### src/rtl/metrics_counter_bank.sv
// Multi-channel metrics counter bank: per-channel enable/clear/mode counters
// with wrap or saturate overflow, sticky overflow flags and a coherent
// all-channel snapshot register.
module metrics_counter_bank #(
  parameter int unsigned NUM_CH        = 4,
  parameter int unsigned COUNTER_WIDTH = 64,
  parameter bit          SATURATE      = 1'b0
) (
  input  logic                            clk,
  input  logic                            rst,
  input  logic [NUM_CH-1:0]               en,
  input  logic [NUM_CH-1:0]               clear,
  input  logic [2*NUM_CH-1:0]             mode,
  input  logic [NUM_CH-1:0]               evt,
  input  logic                            snapshot,
  output logic [NUM_CH*COUNTER_WIDTH-1:0] cnt,
  output logic [NUM_CH*COUNTER_WIDTH-1:0] snap,
  output logic                            snap_valid,
  output logic [NUM_CH-1:0]               ovf
);

  localparam int unsigned W        = COUNTER_WIDTH;
  localparam int unsigned BANK_W   = NUM_CH * W;
  localparam logic [W-1:0] CNT_MAX = {W{1'b1}};

  localparam logic [1:0] MODE_CYCLE = 2'b00;
  localparam logic [1:0] MODE_LEVEL = 2'b01;
  localparam logic [1:0] MODE_EDGE  = 2'b10;

  logic [BANK_W-1:0] cnt_q;
  logic [BANK_W-1:0] cnt_d;
  logic [BANK_W-1:0] snap_q;
  logic              snap_valid_q;
  logic [NUM_CH-1:0] ovf_q;
  logic [NUM_CH-1:0] ovf_d;
  logic [NUM_CH-1:0] evt_prev_q;
  logic [NUM_CH-1:0] inc_c;

  // Per-channel increment qualification and clear/increment/overflow update
  always_comb begin
    cnt_d = cnt_q;
    ovf_d = ovf_q;
    inc_c = '0;
    for (int i = 0; i < int'(NUM_CH); i++) begin
      if (en[i]) begin
        case (mode[2*i +: 2])
          MODE_CYCLE: inc_c[i] = 1'b1;
          MODE_LEVEL: inc_c[i] = evt[i];
          MODE_EDGE:  inc_c[i] = evt[i] & ~evt_prev_q[i];
          default:    inc_c[i] = 1'b0;
        endcase
      end
      if (clear[i]) begin
        cnt_d[i*W +: W] = '0;
        ovf_d[i]        = 1'b0;
      end else if (inc_c[i]) begin
        if (cnt_q[i*W +: W] != CNT_MAX) begin
          cnt_d[i*W +: W] = cnt_q[i*W +: W] + W'(1);
        end else begin
          ovf_d[i]        = 1'b1;
          cnt_d[i*W +: W] = SATURATE ? CNT_MAX : '0;
        end
      end
    end
  end

  // Counter, flag, event history and snapshot registers
  always_ff @(posedge clk) begin
    if (rst) begin
      cnt_q        <= '0;
      ovf_q        <= '0;
      evt_prev_q   <= '0;
      snap_q       <= '0;
      snap_valid_q <= 1'b0;
    end else begin
      cnt_q        <= cnt_d;
      ovf_q        <= ovf_d;
      evt_prev_q   <= evt;
      snap_valid_q <= snapshot;
      // Capture pre-update values so every channel reflects the same edge
      if (snapshot) begin
        snap_q <= cnt_q;
      end
    end
  end

  assign cnt        = cnt_q;
  assign snap       = snap_q;
  assign snap_valid = snap_valid_q;
  assign ovf        = ovf_q;

endmodule

### config.mk
export PLATFORM = sky130hd
export DESIGN_NAME = metrics_counter_bank
export DESIGN_NICKNAME = d
export VERILOG_FILES = /design/src/rtl/metrics_counter_bank.sv
export SDC_FILE = /design/constraint.sdc
export NUM_CORES = 1
export LEC_CHECK = 0
export BUFFER_PORTS_ARGS = -buffer_cell sky130_fd_sc_hd__buf_2
export CORE_MARGIN = 4
export CORE_UTILIZATION = 50
export CTS_CLUSTER_DIAMETER = 200
export DETAILED_ROUTE_END_ITERATION = 12
export GPL_TIMING_DRIVEN = 0
export HOLD_SLACK_MARGIN = 0.06
export PLACE_DENSITY_LB_ADDON = 0.3
export SETUP_SLACK_MARGIN = 0.1
export SLEW_MARGIN = 20
export SYNTH_ARGS = -nofsm -noshare
export SYNTH_HDL_FRONTEND = slang
export SYNTH_SLANG_ARGS = --single-unit
### constraint.sdc
create_clock -name clk -period 4.2 [get_ports clk]
set_input_delay 1.26 -clock clk [delete_from_list [all_inputs] [get_ports clk]]
set_output_delay 1.26 -clock clk [all_outputs]
set_load 0.03 [all_outputs]
==> results by group <==
Run status
  • Status: completed

Drt
  • DRC errors left: 0
  • Post-DR wirelength/cell: about 18 µm
  • Routed WL: ~63000 µm
  • Routed Antenna Nets: 0
  • Iter 0 DRT Violations: between 1000 and 1500
  • Vias/cell: 5.38
  • Pre-antenna DRT Iters: 5
  • Via Count: roughly 19000

Setup path
  • Setup crit end: cnt[2]
  • Worst Reg-to-Reg Cells: 9
  • CP max FO: 10
  • Worst Path Arrival: 3.58 ns
  • Worst r2r dst: cnt[2]
  • CP Data Required Time: 4.66 ns
  • CP Capture Type: flop
  • Worst setup startpoint: mode[0]
  • Worst R2R Setup Slack: 1.34 ns
  • Worst setup SP type: input pin
  • Worst r2r src: cnt[0]
  • WS Path Type: input pin to flop

STA
  • Worst Tran Pin Value: around 1.0 ns
  • Min cycle time layout: approximately 3.1 ns
  • Hold slack final: around 0.46 ns
  • Final hold vios: 0
  • Fmax: between 0.3 and 0.4 GHz
  • RSZ-0062 raised after global routing: false
  • Final period util: 74.4%
  • Max Clock Skew: ~0.010 ns
  • Final-report setup violation count: 0
  • Setup TNS: 0 ns
  • Slew margin rel.: a little under a third
  • Slew Viols, Final: 0

Synth
  • Sequential-to-total area share from yosys stat: about half
  • Yosys cell types: 52
  • Ys Warns: 0
  • Flops & latches, synth: about 520
  • Adder-cell share of the synthesized area: less than 1%
  • Post-synth top area cell: dfxtp_1
  • Syn avg cell area: 9.18 µm²
  • Largest family of logic cells by synthesized area: simple AND/OR/NAND/NOR gates
  • Post-Synth Simple-Gate Area: between 20% and 30%
  • Fraction of the mapped netlist area in compound gates: 2.21%
  • Syn nets: between 2000 and 2500
  • Synth Area in XOR/XNOR: a little under a tenth
  • Synth top area cells: dfxtp_1 49%, mux2i_1 12%, nor2_1 10%
  • Cell Area, Synth: roughly 21000 µm²
  • Async S/R FF share, synth: 0%
  • Commonest register cell after synthesis: dfxtp_1
  • Mux share of post-synthesis cell area: about an eighth
  • Number of flops mapped to enable cells by yosys: 0
  • Top-area cell type share of the netlist area: between 40% and 50%
  • Cells after synthesis: 2301

Floorplan
  • Row cnt: 75
  • Die Span Y: between 200 and 250 µm
  • Ports: 540
  • Core footprint: around 42000 µm²
  • Die area: around 46000 µm²
  • Chip Width: 214 µm
  • Initial Utilization: 50.5%

Global routing
  • Vias in the first global route: roughly 18000
  • First-pass GRT wire length: around 97000 µm
  • Initial antenna violation count: 2
  • Gr ovfl total: 0
  • Pin count of the biggest net entering global routing: 15
  • Tot GR Track Use: 26.2%

Clock tree
  • Clock network latency to the later pin of the worst-skew pair: roughly 0.58 ns
  • Post-cts resize count: 0
  • Clk buf depth: 3
  • CTS tree: built
  • Hold Buf Count CTS: 0
  • CTS Buf Count: between 50 and 60
  • Clk sinks: around 520
  • Worst-path clk slew: about 0.060 ns
  • Root Driver: clkbuf_16
  • Post-CTS Setup Repair Bufs: 0
  • CTS H-tree depth: 2

Finish
  • Multi-input combinational cell area: a little over 10000 µm²
  • Commonest non-fill, non-tap cells in the layout: 586 x nor2_1, 552 x buf_2, 521 x dfxtp_1
  • Layout net count: roughly 2900
  • Sequential cell area: ~10000 µm²
  • Share of cells above drive strength 1: a little under a quarter
  • Final Non-Filler Cells: between 3000 and 4000
  • Layout Utilization: between 60% and 70%
  • Layout area overhead: 24.4%
  • Most common cell after layout, fill and taps aside: nor2_1
  • Number of fill cells: approximately 3500

Pwr
  • Power density of the placed cells: approximately 380 nW/µm²
  • Worst vdd ir: between 0.3 and 0.4 mV
  • Pleak: roughly 11 nW

Placement
  • Placed cell count: about 3400
  • GP Congestion: roughly 0.89
  • DP Wirelength: approximately 47000 µm
  • # port buffers: 538

Hold path
  • Min-Delay Path Class: flop to flop

Job
  • Max-cap viol count: 0
==> cell usage after synthesis (all sizes together) (2+ instances only) <==
master and number:
a21oi 21, a31oi 3, a41o 2, and2 7, and3 28, and4 23
buf 61, clkbuf 41, dfxtp 521, ha 4, inv 31, mux2i 259
nand2 108, nand3 109, nand4 85, nor2 586, nor2b 8, nor3 59
nor3b 4, nor4 38, o211ai 3, o21a 4, o21ai 20, o21ba 2
o31a 3, o31ai 7, or2 5, or3 23, or4 4, xnor2 140
xor2 83
==> cell families after synthesis <==
| family | after synthesis |
|---|---|
| flops | 521 |
| buf+inv | 133 |
| simple gates | 1090 |
| fa+ha+maj | 4 |
| compound gates | 71 |
| xor+xnor | 223 |
| mux | 259 |
==> worst max-delay path: stages <==
cell and delay [ns]:
buf_2 0.12, o21ba_2 0.21, nor3_1 0.63, nand4_1 0.42
nor3_1 0.29, or3_1 0.13, buf_2 0.17, buf_2 0.27
nor2_1 0.08
==> worst min path at each step <==
stage	cells past startpoint	slack [ns]	endpoint	from
finish	1	0.46	ovf[1]	ovf[1]
global route	1	0.49	ovf[1]	ovf[1]
CTS	1	0.47	ovf[1]	ovf[1]
detailed placement	1	0.45	ovf[1]	ovf[1]
global placement	1	0.45	ovf[1]	ovf[1]
floorplan	2	0.60	ovf[2]	ovf[2]
==> sequential cells by signal (all words and copies together), names as in the netlist <==
register and cells:
snap_valid 1, ovf 4, cnt 256, snap 256, evt_prev_q 4
==> per-layer routing <==
layer  track usage [%]  vias to the layer above  wire length (µm)
met4              9.80                        2              2020
met3              5.28                      129              4190
met1              33.1                     8955             26400
met2              44.6                      595             30400
met5                 0                        -                19
li1                  -                     8998                 -
==> metrics by stage <==
| step | instance area (µm²) | setup WS (ns) | power (mW) |
|---|---|---|---|
| final | 26300 | 1.08 | 10.1 |
| after global routing | 26300 | 0.853 | 10.3 |
| after CTS | 26300 | 1.15 | 10.1 |
| after detailed placement | 24500 | 0.525 | 5.37 |
| after global placement | 24500 | 0.422 | 5.36 |
| after floorplan | 21100 | 1.27 | 5.27 |
==> power by group <==
group	leakage (nW)	internal, mW	total (mW)	switching [mW]
clock network	0.883	2.84	4.80	1.96
logic	6.34	0.101	0.305	0.204
registers	4.20	4.95	4.95	0.00511
total	11.4	7.89	10.1	2.17
==> area by class of cell <==
class,count,area share (%)
antenna,2,0.0190
inverter,31,0.443
buffer,102,1.86
clock inverter,22,0.943
tap,539,2.57
clock buffer,71,5.80
multi-input combinational,1647,38.4
sequential,521,39.7
timing repair buffer,538,10.2
Power figures use the tool's default switching activity.
